`src/rtl/vram_loader_pkg.sv`:
```
// Shared opcodes, FSM state encoding and address-width helper for the VRAM loader.
package vram_loader_pkg;

    localparam logic [7:0] OP_WRITE = 8'h53;
    localparam logic [7:0] OP_FILL  = 8'h46;

    typedef enum logic [3:0] {
        S_IDLE,
        S_A2,
        S_A1,
        S_A0,
        S_L1,
        S_L0,
        S_DATA,
        S_FILL_ARG,
        S_FILL
    } state_t;

    function automatic int unsigned vram_aw(input int unsigned w, input int unsigned h);
        return $clog2(w * h);
    endfunction

endpackage

```
`src/rtl/vram_loader_pixel_unpacker.sv`:
```
// Serialises bytes MSB first into one pixel per cycle, with a one-byte holding buffer.
module pixel_unpacker (
    input  logic       CLK,
    input  logic       RST_,
    input  logic       LOAD,
    input  logic [7:0] BYTE,
    output logic       PIX,
    output logic       PIX_VALID,
    output logic       FULL,
    output logic       LAST
);
    logic [7:0] sr;
    logic [7:0] hold;
    logic [2:0] cnt;
    logic       active;
    logic       hold_valid;

    // An idle unpacker emits the MSB of an incoming byte in the same cycle it is loaded.
    assign PIX       = active ? sr[7] : BYTE[7];
    assign PIX_VALID = active || LOAD;
    assign LAST      = active && (cnt == 3'd7);
    assign FULL      = active && hold_valid && !LAST;

    always_ff @(posedge CLK or negedge RST_) begin
        if (!RST_) begin
            sr         <= '0;
            hold       <= '0;
            cnt        <= '0;
            active     <= 1'b0;
            hold_valid <= 1'b0;
        end else if (!active) begin
            if (LOAD) begin
                sr     <= {BYTE[6:0], 1'b0};
                cnt    <= 3'd1;
                active <= 1'b1;
            end
        end else if (LAST) begin
            // Last bit goes out now; refill from the buffer or the incoming byte with no gap.
            if (hold_valid) begin
                sr         <= hold;
                cnt        <= 3'd0;
                hold_valid <= LOAD;
                if (LOAD) begin
                    hold <= BYTE;
                end
            end else if (LOAD) begin
                sr  <= BYTE;
                cnt <= 3'd0;
            end else begin
                active <= 1'b0;
            end
        end else begin
            sr  <= {sr[6:0], 1'b0};
            cnt <= cnt + 3'd1;
            if (LOAD && !hold_valid) begin
                hold       <= BYTE;
                hold_valid <= 1'b1;
            end
        end
    end

endmodule

```
`src/rtl/vram_loader.sv`:
```
// UART byte-stream parser that turns write and fill commands into 1-bpp VRAM pixel writes.
module vram_loader
    import vram_loader_pkg::*;
#(
    parameter int unsigned W = 640,
    parameter int unsigned H = 480
) (
    input  logic                     CLK,
    input  logic                     RST_,
    input  logic [7:0]               RX_DATA,
    input  logic                     RX_VALID,
    output logic                     WE,
    output logic [vram_aw(W, H)-1:0] WADDR,
    output logic                     WDATA,
    output logic                     BUSY,
    output logic                     OVF
);
    localparam int unsigned DEPTH = W * H;
    localparam int unsigned AW    = vram_aw(W, H);
    localparam int unsigned FW    = AW + 1;

    state_t        state;
    state_t        next_state;
    logic [AW-1:0] addr_q;
    logic [AW-1:0] start_c;
    logic [AW-1:0] pa;
    logic [7:0]    len_hi;
    logic [15:0]   rx_left;
    logic [15:0]   pend;
    logic [FW-1:0] fc;
    logic          load_c;
    logic          drop_c;
    logic          arg_c;
    logic          pix;
    logic          pix_valid;
    logic          up_full;
    logic          up_last;

    pixel_unpacker u_unpacker (
        .CLK       (CLK),
        .RST_      (RST_),
        .LOAD      (load_c),
        .BYTE      (RX_DATA),
        .PIX       (pix),
        .PIX_VALID (pix_valid),
        .FULL      (up_full),
        .LAST      (up_last)
    );

    // Out-of-range start addresses fall back to pixel 0.
    assign start_c = ({1'b0, addr_q} >= FW'(DEPTH)) ? '0 : addr_q;
    assign load_c  = (state == S_DATA) && RX_VALID && (rx_left != 16'd0) && !up_full;
    assign drop_c  = RX_VALID && (((state == S_DATA) && (rx_left != 16'd0) && up_full)
                                  || (state == S_FILL));
    assign arg_c   = (state == S_FILL_ARG) && RX_VALID;

    always_ff @(posedge CLK or negedge RST_) begin
        if (!RST_) begin
            state <= S_IDLE;
        end else begin
            state <= next_state;
        end
    end

    always_comb begin
        next_state = state;
        case (state)
            S_IDLE: begin
                if (RX_VALID && (RX_DATA == OP_WRITE)) begin
                    next_state = S_A2;
                end else if (RX_VALID && (RX_DATA == OP_FILL)) begin
                    next_state = S_FILL_ARG;
                end
            end
            S_A2:       if (RX_VALID) next_state = S_A1;
            S_A1:       if (RX_VALID) next_state = S_A0;
            S_A0:       if (RX_VALID) next_state = S_L1;
            S_L1:       if (RX_VALID) next_state = S_L0;
            S_L0: begin
                if (RX_VALID) begin
                    next_state = ({len_hi, RX_DATA} != 16'd0) ? S_DATA : S_IDLE;
                end
            end
            // pend counts bytes whose eighth pixel has not yet been written.
            S_DATA:     if (pend == 16'd0) next_state = S_IDLE;
            S_FILL_ARG: if (RX_VALID) next_state = S_FILL;
            S_FILL:     if (fc == FW'(DEPTH)) next_state = S_IDLE;
            default:    next_state = S_IDLE;
        endcase
    end

    always_ff @(posedge CLK or negedge RST_) begin
        if (!RST_) begin
            addr_q  <= '0;
            len_hi  <= '0;
            rx_left <= '0;
            pend    <= '0;
            pa      <= '0;
            fc      <= '0;
            WE      <= 1'b0;
            WADDR   <= '0;
            WDATA   <= 1'b0;
            BUSY    <= 1'b0;
            OVF     <= 1'b0;
        end else begin
            WE   <= 1'b0;
            BUSY <= (next_state != S_IDLE);
            if (drop_c) begin
                OVF <= 1'b1;
            end
            if (RX_VALID) begin
                case (state)
                    S_A2, S_A1, S_A0: addr_q <= AW'({addr_q, RX_DATA});
                    S_L1:             len_hi <= RX_DATA;
                    S_L0: begin
                        rx_left <= {len_hi, RX_DATA};
                        pend    <= {len_hi, RX_DATA};
                        pa      <= start_c;
                    end
                    default: ;
                endcase
            end
            if (load_c) begin
                rx_left <= rx_left - 16'd1;
            end
            if (up_last) begin
                pend <= pend - 16'd1;
            end
            // Write port: fill has priority; the unpacker is idle outside DATA.
            if (arg_c) begin
                WE    <= 1'b1;
                WADDR <= '0;
                WDATA <= RX_DATA[0];
                fc    <= FW'(1);
            end else if ((state == S_FILL) && (fc != FW'(DEPTH))) begin
                WE    <= 1'b1;
                WADDR <= fc[AW-1:0];
                fc    <= fc + FW'(1);
            end else if (pix_valid) begin
                WE    <= 1'b1;
                WADDR <= pa;
                WDATA <= pix;
                pa    <= (pa == AW'(DEPTH - 1)) ? '0 : pa + AW'(1);
            end
        end
    end

endmodule

```
`config.mk`:
```
export PLATFORM = sky130hd
export DESIGN_NAME = vram_loader
export DESIGN_NICKNAME = d
export VERILOG_FILES = /design/src/rtl/vram_loader_pkg.sv /design/src/rtl/vram_loader_pixel_unpacker.sv /design/src/rtl/vram_loader.sv
export SDC_FILE = /design/constraint.sdc
export NUM_CORES = 1
export LEC_CHECK = 0
export ABC_AREA = 1
export CORE_MARGIN = 3
export CORE_UTILIZATION = 30
export DETAILED_ROUTE_END_ITERATION = 16
export PLACE_DENSITY = 0.5
export SETUP_SLACK_MARGIN = 0.02
export SYNTH_ARGS = -nofsm -noshare
export SYNTH_HDL_FRONTEND = slang
export SYNTH_SLANG_ARGS = --single-unit
```
`constraint.sdc`:
```
create_clock -name CLK -period 2.1 [get_ports CLK]
set_input_delay 0.42 -clock CLK [delete_from_list [all_inputs] [get_ports CLK]]
set_output_delay 0.42 -clock CLK [all_outputs]
set_load 0.01 [all_outputs]
```
==> metrics.txt <==
outcome complete, no violations; fin crit period 1930 ps; initial antenna violation count 0; Yosys top cell area share 43.2%; routed wire length 25600 um; slowest CP cell dfrtp_1; Max Cap Viol 0; DRT iter0 DRCs 571; worst slew pin tran 508 ps; r2r setup slk 170 ps; Initial Util 31.0%; Synth warnings 0; CTS clk-pin slew, worst paths 70 ps; WL/cell 15.5 um; slew margin rel. 66.1%; Slew Viols, Final 0; Final Wtd Congestion 0.919; Yosys reg bits 146; f_max 519 MHz; first-pass GRT wire length 41200 um; crit-path cells nor2_1 -> nand3_1 -> nor2_1 -> nand2_1 -> nand3_4 -> nand2_2 -> nor2_4 -> inv_1 -> buf_12 -> nand2_1 -> nand2_1; crit-path max FO 20; post-synthesis sequential area ratio 43.2%; port bufs 33; Setup CP Type reg -> reg; Top Family by Delay on Critical Path simple AND/OR/NAND/NOR gates; total number of vias 8024; CP most frequent cell nand2_1; clock skew 17.8 ps; hold_ws 479 ps; nets 1282; row cnt 60; # H-tree levels 4; post-synthesis cell count 1164; Clk Latency, worst-skew pair 440 ps; total power 13.7 mW; cell taking the most area after synthesis dfrtp_1; Max Root-Sink Buffers 2; Syn Nets 1183; die area 0.0303 sq mm; fraction of registers with async set/reset 100%; final setup fails 0; maximum VDD drop 0.580 mV; Avg Cell Area, Syn 7.27 sq um; unrepaired setup endpoints after global routing false; startpoint types flip-flop; Placeable Area 0.0273 sq mm; total CTS buffers 17; Antenna Nets Post-Route 0; HPWL Detailed 18700 um; Req. time, crit path 2420 ps; Worst Hold Class reg -> reg; Leak 4.96 nW; Final TNS setup 0 ps; gr usage total 16.9%; Worst EP arrival 2240 ps; share of cells above drive strength 1 11.8%; endpoint class of the critical path flip-flop; CTS tree yes; Die W 174 um; Die H 174 um; CP peak stage delay 430 ps; DRC viols 0; Yosys cell types 43; ranking of synthesized cells by area dfrtp_1 43%, nand2_1 16%, nand3_1 6.6%; Ant. Diodes 0; num ports 34; mapped cell area 0.00846 sq mm; number of global-route vias before repair 7674; DR pass1 iterations 5; Worst R2R Start rx_left[12]; P&R area growth vs syn 24.2%; ys flop type dfrtp_1; GRT Residual Overflow 0; hold depth 1; Hold Fails Final Rpt 0; worst r2r path cells 11; clk root buf clkbuf_16; CP Buf/Inv Count 2; reg2reg end WADDR[13]; Setup Buffers After CTS 0; routed vias/inst 4.87; Sink Count 146; Tcrit/Tclk final 91.7%; largest net degree at the start of global routing 49; post-layout util 38.5%; Post-synth EDFFs 0; hold path start pend[0]; worst hold endpoint pend[0]; Power Dens Cells 1310 mW/mm^2
==> cell usage in the layout (no fill, tap or decap), types with 4 or more instances in the layout <==
| cell type | n |
|---|---|
| a21oi_1 | 11 |
| buf_12 | 11 |
| buf_4 | 73 |
| clkbuf_16 | 18 |
| clkdlybuf4s50_1 | 32 |
| clkinvlp_4 | 5 |
| dfrtp_1 | 146 |
| ha_1 | 8 |
| inv_1 | 109 |
| inv_6 | 4 |
| mux2_2 | 5 |
| nand2_1 | 357 |
| nand3_1 | 110 |
| nand4_1 | 18 |
| nor2_1 | 111 |
| nor2_2 | 5 |
| nor2_4 | 4 |
| nor3_1 | 26 |
| o2111ai_1 | 7 |
| o211ai_1 | 17 |
| o21a_1 | 11 |
| o21ai_0 | 104 |
| o21ai_1 | 5 |
| o221ai_1 | 6 |
| o22ai_1 | 5 |
| or2_2 | 4 |
| xor2_1 | 27 |
==> registers in the layout, indices dropped and copies added, names as in the netlist, 3 cells and up <==
name             flops
state                4
rx_left             16
u_unpacker.sr        8
pa                  19
fc                  20
u_unpacker.hold      8
u_unpacker.cnt       3
len_hi               8
addr_q              19
WADDR               19
pend                16
==> power by group <==
part | internal [mW] | total, mW | switching [mW]
clock network | 1.79 | 3.16 | 1.37
logic | 2.35 | 5.62 | 3.26
registers | 3.94 | 4.93 | 0.994
total | 8.08 | 13.7 | 5.63
==> synthesized netlist by cell type (6+ instances only) <==
cell type / count
a21oi_1: 11
buf_2: 20
clkbuf_1: 14
dfrtp_1: 146
ha_1: 8
inv_1: 109
nand2_1: 359
nand3_1: 111
nand4_1: 18
nor2_1: 114
nor3_1: 26
o2111ai_1: 7
o211ai_1: 17
o21a_1: 11
o21ai_0: 104
o221ai_1: 6
xor2_1: 27
==> layer usage <==
layer,track usage [%],vias to the layer above,part of all wire [%]
met5,0,-,0
met4,3.92,0,1.5
met3,3.49,23,4.1
met2,26.9,176,45
met1,23.6,3792,49
li1,-,4033,-
==> kinds of logic after synthesis <==
| family | share of synthesized area (%) |
|---|---|
| buffers and inverters | 7.48 |
| DFF | 43.2 |
| adders and majority gates | 1.18 |
| and+or+nand+nor | 32.4 |
| AOI/OAI and AO/OA | 12.3 |
| xor gates and xnor gates | 2.79 |
| muxes | 0.665 |
==> timing repair <==
item	4_1_cts	5_1_grt
gates resized for setup	1	9
pin swaps	0	2
hold buffers	1	0
endpoints found under the hold margin	41	0
setup endpoints to repair	1	49
cloned	0	3
==> per-stage QoR <==
stage | cells | instance area [sq um] | setup WS (ps)
4_1_cts | 1645 | 10400 | 19.0
6_report | 1648 | 10500 | 175
3_5_place_dp | 1612 | 9820 | -24.9
3_3_place_gp | 1612 | 9820 | 33.0
2_1_floorplan | 1164 | 8460 | 349
5_1_grt | 1648 | 10500 | 19.3
==> layout make-up <==
cell class / count / area (sq um)
fill: 2933 / 16800
multi-input combinational: 866 / 4230
sequential: 146 / 3650
timing repair buffer: 120 / 1150
tap: 372 / 465
clock buffer: 18 / 429
inverter: 112 / 420
clock inverter: 14 / 166
==> worst max-delay path by stage <==
stage | depth (start not counted) | slack [ps] | start | to
final | 11 | 170 | rx_left[12] | WADDR[13]
after global routing | 11 | 20 | rx_left[12] | WADDR[9]
after CTS | 12 | 20 | fc[1] | pa[9]
after detailed placement | 8 | -20 | RX_VALID | rx_left[13]
after global placement | 8 | 30 | RX_VALID | rx_left[15]
after floorplan | 11 | 350 | fc[0] | WADDR[6]
No activity file was read; power rests on OpenSTA's default activity.
